### src/rtl/dcache_pkg.sv
// Shared definitions for the data-cache SRAM write path: default geometry
// and the fill-sequencer state encoding.
package dcache_pkg;

    localparam int DEF_ADDR_WIDTH = 9;   // 512 words
    localparam int DEF_DATA_WIDTH = 32;
    localparam int DEF_BE_WIDTH   = 4;   // 8-bit bytes
    localparam int DEF_LINE_LOG2  = 3;   // 8 words per line

    typedef enum logic [0:0] {
        IDLE = 1'b0,
        FILL = 1'b1
    } fill_state_e;

endpackage : dcache_pkg

### src/rtl/dcache_st_buf.sv
// Two-entry in-order store buffer holding {addr, data, byte enables}.
// Push is ignored when full and pop is ignored when empty, so the caller may
// drive them from simple request terms.
module dcache_st_buf
    import dcache_pkg::*;
#(
    parameter int ADDR_WIDTH = DEF_ADDR_WIDTH,
    parameter int DATA_WIDTH = DEF_DATA_WIDTH,
    parameter int BE_WIDTH   = DEF_BE_WIDTH
) (
    input  logic                  clk,
    input  logic                  rst_n,
    input  logic                  push,
    input  logic [ADDR_WIDTH-1:0] push_addr,
    input  logic [DATA_WIDTH-1:0] push_data,
    input  logic [BE_WIDTH-1:0]   push_be,
    input  logic                  pop,
    output logic [ADDR_WIDTH-1:0] head_addr,
    output logic [DATA_WIDTH-1:0] head_data,
    output logic [BE_WIDTH-1:0]   head_be,
    output logic                  full,
    output logic                  empty,
    output logic [1:0]            count
);

    logic [ADDR_WIDTH-1:0] addr_mem [2];
    logic [DATA_WIDTH-1:0] data_mem [2];
    logic [BE_WIDTH-1:0]   be_mem   [2];

    logic       wr_ptr;
    logic       rd_ptr;
    logic [1:0] cnt;
    logic       push_ok;
    logic       pop_ok;

    assign full    = (cnt == 2'd2);
    assign empty   = (cnt == 2'd0);
    assign count   = cnt;
    assign push_ok = push & ~full;
    assign pop_ok  = pop & ~empty;

    assign head_addr = addr_mem[rd_ptr];
    assign head_data = data_mem[rd_ptr];
    assign head_be   = be_mem[rd_ptr];

    // Pointer and occupancy tracking; a full buffer refuses a push even
    // when the head is leaving in the same cycle.
    always_ff @(posedge clk or negedge rst_n) begin
        if (!rst_n) begin
            wr_ptr <= 1'b0;
            rd_ptr <= 1'b0;
            cnt    <= 2'd0;
        end else begin
            if (push_ok) begin
                wr_ptr <= ~wr_ptr;
            end
            if (pop_ok) begin
                rd_ptr <= ~rd_ptr;
            end
            case ({push_ok, pop_ok})
                2'b10:   cnt <= cnt + 2'd1;
                2'b01:   cnt <= cnt - 2'd1;
                default: cnt <= cnt;
            endcase
        end
    end

    // Entry storage; contents are only meaningful while counted as valid.
    always_ff @(posedge clk) begin
        if (push_ok) begin
            addr_mem[wr_ptr] <= push_addr;
            data_mem[wr_ptr] <= push_data;
            be_mem[wr_ptr]   <= push_be;
        end
    end

endmodule : dcache_st_buf

### src/rtl/dcache_sram_wr_ctrl.sv
// Data-cache SRAM write arbiter. Line fills stream memory beats into the
// SRAM starting at the critical word and wrapping within the line; CPU
// store hits are queued in a small buffer and drained only while no fill
// is active, so a store to the line being filled always lands after the
// fill data. All SRAM write outputs come straight from flops.
module dcache_sram_wr_ctrl
    import dcache_pkg::*;
#(
    parameter int ADDR_WIDTH = DEF_ADDR_WIDTH,
    parameter int DATA_WIDTH = DEF_DATA_WIDTH,
    parameter int BE_WIDTH   = DEF_BE_WIDTH,
    parameter int LINE_LOG2  = DEF_LINE_LOG2
) (
    input  logic                            HCLK,
    input  logic                            HRESETn,
    input  logic                            fill_req,
    input  logic [ADDR_WIDTH-LINE_LOG2-1:0] fill_idx,
    input  logic [LINE_LOG2-1:0]            fill_crit,
    output logic                            fill_ready,
    output logic                            fill_done,
    input  logic                            mem_rvalid,
    input  logic [DATA_WIDTH-1:0]           mem_rdata,
    output logic                            mem_rready,
    input  logic                            st_valid,
    input  logic [ADDR_WIDTH-1:0]           st_addr,
    input  logic [DATA_WIDTH-1:0]           st_data,
    input  logic [BE_WIDTH-1:0]             st_be,
    output logic                            st_ready,
    output logic                            busy,
    output logic                            sram_wr_en,
    output logic [ADDR_WIDTH-1:0]           sram_wr_addr,
    output logic [DATA_WIDTH-1:0]           sram_wr_data,
    output logic [BE_WIDTH-1:0]             sram_wr_byte_en
);

    localparam int IDX_W = ADDR_WIDTH - LINE_LOG2;

    fill_state_e          state_q;
    fill_state_e          state_d;

    logic [IDX_W-1:0]     line_idx;
    logic [LINE_LOG2-1:0] crit_off;
    logic [LINE_LOG2-1:0] beat_cnt;
    logic [LINE_LOG2-1:0] word_off;

    logic                 fill_accept;
    logic                 beat_accept;
    logic                 last_beat;
    logic                 drain;
    logic                 st_push;

    logic [ADDR_WIDTH-1:0] buf_addr;
    logic [DATA_WIDTH-1:0] buf_data;
    logic [BE_WIDTH-1:0]   buf_be;
    logic                  buf_full;
    logic                  buf_empty;
    logic [1:0]            buf_count;

    // Word within the line for the current beat, wrapping modulo line size.
    assign word_off = crit_off + beat_cnt;

    assign st_ready = ~buf_full;
    assign st_push  = st_valid & ~buf_full;
    assign busy     = (state_q == FILL) | (buf_count != 2'd0);

    dcache_st_buf #(
        .ADDR_WIDTH (ADDR_WIDTH),
        .DATA_WIDTH (DATA_WIDTH),
        .BE_WIDTH   (BE_WIDTH)
    ) u_st_buf (
        .clk        (HCLK),
        .rst_n      (HRESETn),
        .push       (st_push),
        .push_addr  (st_addr),
        .push_data  (st_data),
        .push_be    (st_be),
        .pop        (drain),
        .head_addr  (buf_addr),
        .head_data  (buf_data),
        .head_be    (buf_be),
        .full       (buf_full),
        .empty      (buf_empty),
        .count      (buf_count)
    );

    // Fill sequencer state register.
    always_ff @(posedge HCLK or negedge HRESETn) begin
        if (!HRESETn) begin
            state_q <= IDLE;
        end else begin
            state_q <= state_d;
        end
    end

    // Next state: start a fill when one is accepted, finish on the last beat.
    always_comb begin
        state_d = state_q;
        case (state_q)
            IDLE:    if (fill_accept) state_d = FILL;
            FILL:    if (last_beat)   state_d = IDLE;
            default: state_d = IDLE;
        endcase
    end

    // Handshakes and write arbitration; a fill accepted this cycle blocks the
    // store drain so the fill always wins.
    always_comb begin
        fill_ready  = (state_q == IDLE);
        mem_rready  = (state_q == FILL);
        fill_accept = fill_req & fill_ready;
        beat_accept = mem_rvalid & mem_rready;
        last_beat   = beat_accept & (beat_cnt == {LINE_LOG2{1'b1}});
        drain       = (state_q == IDLE) & ~fill_accept & ~buf_empty;
    end

    // Beat counter restarts on each accepted fill and wraps with the line.
    always_ff @(posedge HCLK or negedge HRESETn) begin
        if (!HRESETn) begin
            beat_cnt <= '0;
        end else if (fill_accept) begin
            beat_cnt <= '0;
        end else if (beat_accept) begin
            beat_cnt <= beat_cnt + 1'b1;
        end
    end

    // Capture which line is being filled and where the first beat lands.
    always_ff @(posedge HCLK) begin
        if (fill_accept) begin
            line_idx <= fill_idx;
            crit_off <= fill_crit;
        end
    end

    // Registered SRAM write port; address/data/enables hold between writes.
    always_ff @(posedge HCLK or negedge HRESETn) begin
        if (!HRESETn) begin
            sram_wr_en      <= 1'b0;
            sram_wr_addr    <= '0;
            sram_wr_data    <= '0;
            sram_wr_byte_en <= '0;
            fill_done       <= 1'b0;
        end else begin
            fill_done <= last_beat;
            if (beat_accept) begin
                sram_wr_en      <= 1'b1;
                sram_wr_addr    <= {line_idx, word_off};
                sram_wr_data    <= mem_rdata;
                sram_wr_byte_en <= {BE_WIDTH{1'b1}};
            end else if (drain) begin
                sram_wr_en      <= 1'b1;
                sram_wr_addr    <= buf_addr;
                sram_wr_data    <= buf_data;
                sram_wr_byte_en <= buf_be;
            end else begin
                sram_wr_en      <= 1'b0;
            end
        end
    end

endmodule : dcache_sram_wr_ctrl
### config.mk
export PLATFORM = sky130hd
export DESIGN_NAME = dcache_sram_wr_ctrl
export DESIGN_NICKNAME = d
export VERILOG_FILES = /design/src/rtl/dcache_pkg.sv /design/src/rtl/dcache_st_buf.sv /design/src/rtl/dcache_sram_wr_ctrl.sv
export SDC_FILE = /design/constraint.sdc
export NUM_CORES = 1
export LEC_CHECK = 0
export CAP_MARGIN = 15
export CORE_MARGIN = 5
export CORE_UTILIZATION = 51
export CTS_CLUSTER_DIAMETER = 50
export DETAILED_ROUTE_END_ITERATION = 7
export GPL_TIMING_DRIVEN = 0
export MAX_ROUTING_LAYER = met4
export PLACE_DENSITY = 0.87
export SLEW_MARGIN = 15
export SYNTH_ARGS = -nofsm -noshare
export SYNTH_HDL_FRONTEND = slang
export SYNTH_HIERARCHICAL = 1
export SYNTH_SLANG_ARGS = --single-unit
export TNS_END_PERCENT = 1
### constraint.sdc
create_clock -name HCLK -period 4.3 [get_ports HCLK]
set_clock_uncertainty 0.2 [all_clocks]
set_input_delay 1.075 -clock HCLK [delete_from_list [all_inputs] [get_ports HCLK]]
set_output_delay 1.075 -clock HCLK [all_outputs]
set_load 0.1 [all_outputs]
==> impl_results.html <==
<table>
<tr><th>Metric</th><th>Value</th></tr>
<tr><th colspan="2">Status</th></tr>
<tr><td>Outcome</td><td>completed</td></tr>
<tr><th colspan="2">Clock tree</th></tr>
<tr><td>Root cell of the clock tree</td><td>clkbuf_16</td></tr>
<tr><td>Maximum level of the CTS H-tree</td><td>4</td></tr>
<tr><td>CTS buffer count</td><td>17</td></tr>
<tr><td>Insertion delay to the later sink of the worst-skew pair</td><td>about 400 ps</td></tr>
<tr><td>Number of hold buffers added after cts</td><td>0</td></tr>
<tr><td>Resize count post-CTS</td><td>0</td></tr>
<tr><td>CTS tree</td><td>yes</td></tr>
<tr><td>Post CTS Setup Buffer Count</td><td>0</td></tr>
<tr><td>Buffers from clock root to sink, at most</td><td>2</td></tr>
<tr><td>Clock transition at path regs</td><td>60 ps</td></tr>
<tr><td>Clk sink count</td><td>around 150</td></tr>
<tr><th colspan="2">Floorplanning</th></tr>
<tr><td>Effective utilization at floorplan</td><td>between 50 and 60%</td></tr>
<tr><td>Number of standard-cell rows in the floorplan</td><td>41</td></tr>
<tr><td>Core Box Area</td><td>approximately 0.013 mm2</td></tr>
<tr><td>Horiz. Die Dim</td><td>124 um</td></tr>
<tr><td>Die boundary height</td><td>between 100 and 150 um</td></tr>
<tr><td>DIE AREA</td><td>around 0.015 mm2</td></tr>
<tr><td>Top Ports</td><td>between 100 and 150</td></tr>
<tr><th colspan="2">GRT</th></tr>
<tr><td>Wire length of the first global-routing pass</td><td>22700 um</td></tr>
<tr><td>Via count of the first global-routing pass</td><td>between 4000 and 5000</td></tr>
<tr><td>Largest net degree at the start of global routing</td><td>56</td></tr>
<tr><td>GRT Resource Usage Total</td><td>between 20% and 30%</td></tr>
<tr><td>Gr ovfl total</td><td>0</td></tr>
<tr><td>Antenna violations before repair</td><td>0</td></tr>
<tr><th colspan="2">Cells and area</th></tr>
<tr><td>Post-layout net count</td><td>between 700 and 800</td></tr>
<tr><td>Most common library cell in the layout ignoring fill and taps</td><td>clkdlybuf4s50_1</td></tr>
<tr><td>Ratio of cells with drive above 1 in the final layout</td><td>21.8%</td></tr>
<tr><td>Leading cell types in the layout, fill and taps excluded</td><td>140 x clkdlybuf4s50_1, 99 x edfxtp_1, 90 x nand2_1, 55 x dfrtp_1</td></tr>
<tr><td>Synthesis-to-layout area growth</td><td>34.3%</td></tr>
<tr><td>Filler Cell Count</td><td>between 900 and 1000</td></tr>
<tr><td>Final Non-Filler Cells</td><td>790</td></tr>
<tr><td>Antenna Diode Count</td><td>0</td></tr>
<tr><th colspan="2">Timing</th></tr>
<tr><td>Setup repair after global routing missed its margin</td><td>false</td></tr>
<tr><td>Period utilisation layout</td><td>slightly above 80%</td></tr>
<tr><td>Setup TNS after final layout</td><td>0 ps</td></tr>
<tr><td>Slew at the pin closest to its max-slew limit</td><td>just over 1000 ps</td></tr>
<tr><td>Shortest clock period the worst path allows after layout</td><td>about 3600 ps</td></tr>
<tr><td>Final setup fails</td><td>0</td></tr>
<tr><td>Total count of max-transition violations in the final report</td><td>0</td></tr>
<tr><td>Max Clk Rate</td><td>~280 MHz</td></tr>
<tr><td>Final Hold Fails</td><td>0</td></tr>
<tr><td>Headroom to the max-slew limit</td><td>31.5%</td></tr>
<tr><th colspan="2">Drt</th></tr>
<tr><td>Number of design-rule violations left by the first detailed-router iteration</td><td>182</td></tr>
<tr><td>Routed vias</td><td>between 4000 and 5000</td></tr>
<tr><td>Routed length per instance</td><td>18.7 um</td></tr>
<tr><td>Number of search-and-repair iterations in the first detailed-routing pass</td><td>4</td></tr>
<tr><td>Met2 WL</td><td>between 8000 and 9000 um</td></tr>
<tr><td>Detailed route wirelength on metal3</td><td>roughly 700 um</td></tr>
<tr><td>Number of remaining DRC errors</td><td>0</td></tr>
<tr><td>Routed Antenna Nets</td><td>0</td></tr>
<tr><td>Top layer in use</td><td>met4</td></tr>
<tr><td>Total wirelength of the detailed-routed design</td><td>about 15000 um</td></tr>
<tr><td>Length of routed wiring on met1</td><td>~5800 um</td></tr>
<tr><td>Ratio of routed vias to standard cells</td><td>5.25</td></tr>
<tr><th colspan="2">Place</th></tr>
<tr><td>Number of buffers added on ports</td><td>141</td></tr>
<tr><td>Total placed cells including tap cells</td><td>roughly 760</td></tr>
<tr><td>Final HPWL from detailed placement</td><td>roughly 11000 um</td></tr>
<tr><td>Final RePlAce weighted congestion</td><td>0.754</td></tr>
<tr><th colspan="2">Pwr</th></tr>
<tr><td>Net Sw Frac</td><td>between 40% and 50%</td></tr>
<tr><td>Fraction of power consumed by sequential logic</td><td>33.2%</td></tr>
<tr><td>Power after layout</td><td>approximately 6.6 mW</td></tr>
<tr><td>Leakage Power</td><td>3.38 nW</td></tr>
<tr><td>VDD IR max</td><td>between 400 and 500 uV</td></tr>
<tr><td>Net switching power</td><td>2.66 mW</td></tr>
<tr><td>Clock network fraction of design power</td><td>between 20% and 30%</td></tr>
<tr><td>Internal power</td><td>between 3 and 4 mW</td></tr>
<tr><td>Power per Cell Area</td><td>738 mW/mm2</td></tr>
<tr><td>Gate power share</td><td>a little under half</td></tr>
<tr><th colspan="2">Min path</th></tr>
<tr><td>Min-delay worst type</td><td>flop to flop</td></tr>
<tr><th colspan="2">Worst setup path</th></tr>
<tr><td>Data arrival time of the worst path</td><td>between 2000 and 2500 ps</td></tr>
<tr><td>Critical Path End Type</td><td>primary output</td></tr>
<tr><td>Startpoint class of the critical path</td><td>flop</td></tr>
<tr><td>Maximum fanout along the worst path</td><td>10</td></tr>
<tr><td>Type of the worst setup path</td><td>flop to primary output</td></tr>
<tr><td>WP data required</td><td>3020 ps</td></tr>
<tr><th colspan="2">Yosys</th></tr>
<tr><td>Area share of the leading cell type in the synthesized netlist</td><td>around 45%</td></tr>
<tr><td>Number of nets produced by synthesis</td><td>approximately 540</td></tr>
<tr><td>Combined area of all synthesized cells</td><td>roughly 0.0066 mm2</td></tr>
<tr><td>Number of enable flip-flop cells after synthesis</td><td>between 90 and 100</td></tr>
<tr><td>Most area-hungry cell type in the Yosys netlist</td><td>edfxtp_1</td></tr>
<tr><td>FF+latch count, synth</td><td>about 150</td></tr>
<tr><td>Post-synthesis sequential area ratio</td><td>65.5%</td></tr>
<tr><td>Yosys synthesis warning count</td><td>6</td></tr>
<tr><td>Cell count after synthesis</td><td>~440</td></tr>
<tr><td>Synthesized area divided by synthesized cell count</td><td>15.0 um2</td></tr>
<tr><td>Top area cells in the synthesized netlist</td><td>edfxtp_1 45%, dfrtp_1 21%, mux2_4 8.8%, a31oi_2 6.6%, nand2_1 5.1%</td></tr>
<tr><td>Most used flip-flop cell after synthesis</td><td>edfxtp_1</td></tr>
<tr><td>Netlist cell types</td><td>32</td></tr>
<tr><td>Share of flip-flops with an asynchronous set or reset</td><td>35.7%</td></tr>
<tr><th colspan="2">Run</th></tr>
<tr><td>Number of max-cap violations</td><td>0</td></tr>
</table>
## metrics by stage
stage / hold WS [ps] / setup WS (ps) / cell area [um2] / util (%)
after floorplan: 261 / 439 / 6640 / -
after global placement: 275 / -1090 / 8260 / 65.2
final: 314 / 727 / 8920 / 70.4
after global routing: 345 / 649 / 8920 / 70.4
after CTS: 315 / 696 / 8920 / 70.4
after detailed placement: 295 / 926 / 8350 / 65.9
## registers in the layout, indices dropped and copies added, names as in the netlist
name / cells
beat_cnt: 3
crit_off: 3
fill_done: 1
line_idx: 6
mem_rready: 1
sram_wr_addr: 9
sram_wr_byte_en: 4
sram_wr_data: 32
sram_wr_en: 1
u_st_buf/addr_mem: 18
u_st_buf/be_mem: 8
u_st_buf/count: 2
u_st_buf/data_mem: 64
u_st_buf/rd_ptr: 1
u_st_buf/wr_ptr: 1
## power by group through the flow
stage	logic, mW	registers, mW	clock network (mW)
2_1_floorplan	1.14	3.30	0
3_3_place_gp	2.88	2.20	0
3_5_place_dp	3.00	2.21	0
4_1_cts	3.01	2.18	1.44
5_1_grt	3.12	2.22	1.51
6_report	2.99	2.18	1.41
## critical path: stages (launching register included)
cell and delay, ps:
dfrtp_1 380, buf_6 140, or3_1 360, clkdlybuf4s50_1 1000
## final cells by class
class / instances / area [um2] / area share (%)
Sequential cell: 154 / 4350 / 48.8
Multi-Input combinational cell: 253 / 1960 / 22.0
Timing Repair Buffer: 144 / 1490 / 16.7
Clock buffer: 23 / 468 / 5.25
Buffer: 28 / 294 / 3.30
Tap cell: 172 / 215 / 2.41
Clock inverter: 9 / 96.3 / 1.08
Inverter: 7 / 38.8 / 0.435
## synthesized netlist by cell type (2+ instances only)
library cell,n
nor2b_1,2
mux2_4,39
inv_1,6
a31oi_1,4
or3_1,2
clkbuf_1,8
mux2_2,7
edfxtp_1,99
a21oi_1,3
buf_6,7
ha_1,4
and3_1,2
nand3_1,4
xnor2_1,5
dfrtp_1,55
xor2_1,2
a31oi_2,35
buf_12,8
nor2_1,5
nand2_1,90
a22o_1,2
nor3_1,39
buf_2,5
## path summary, 6_finish.rpt
| path | start | endpoint | slack [ps] | depth (start not counted) |
|---|---|---|---|---|
| setup / recovery | mem_rready$_DFF_PN0_ | busy | 730 | 3 |
| hold / removal | u_st_buf/count[1]$_DFFE_PN0P_ | u_st_buf/count[1]$_DFFE_PN0P_ | 310 | 1 |
| setup reg to reg | mem_rready$_DFF_PN0_ | u_st_buf/count[1]$_DFFE_PN0P_ | 1990 | 9 |
| hold reg to reg | u_st_buf/count[1]$_DFFE_PN0P_ | u_st_buf/count[1]$_DFFE_PN0P_ | 310 | 1 |
| max in group asynchronous | HRESETn | sram_wr_addr[2]$_DFFE_PN0P_ | 2850 | 1 |
| min in group asynchronous | HRESETn | sram_wr_data[29]$_DFFE_PN0P_ | 540 | 1 |
## cells by family after synthesis
family | synth area share, %
flip-flops | 65.5
AND/OR/NAND/NOR | 9.67
multiplexers | 10.2
AO/OA/AOI/OAI | 7.65
buffers and inverters | 5.01
XOR/XNOR | 0.924
adder cells (fa/ha/maj) | 1.06
## routing by layer
layer / vias up / track usage (%)
met1: 2082 / 22.5
met4: 0 / 7.94
met2: 116 / 37.1
met3: 21 / 4.90
met5: - / -
li1: 1931 / -
(Power assumes the default switching activity.)
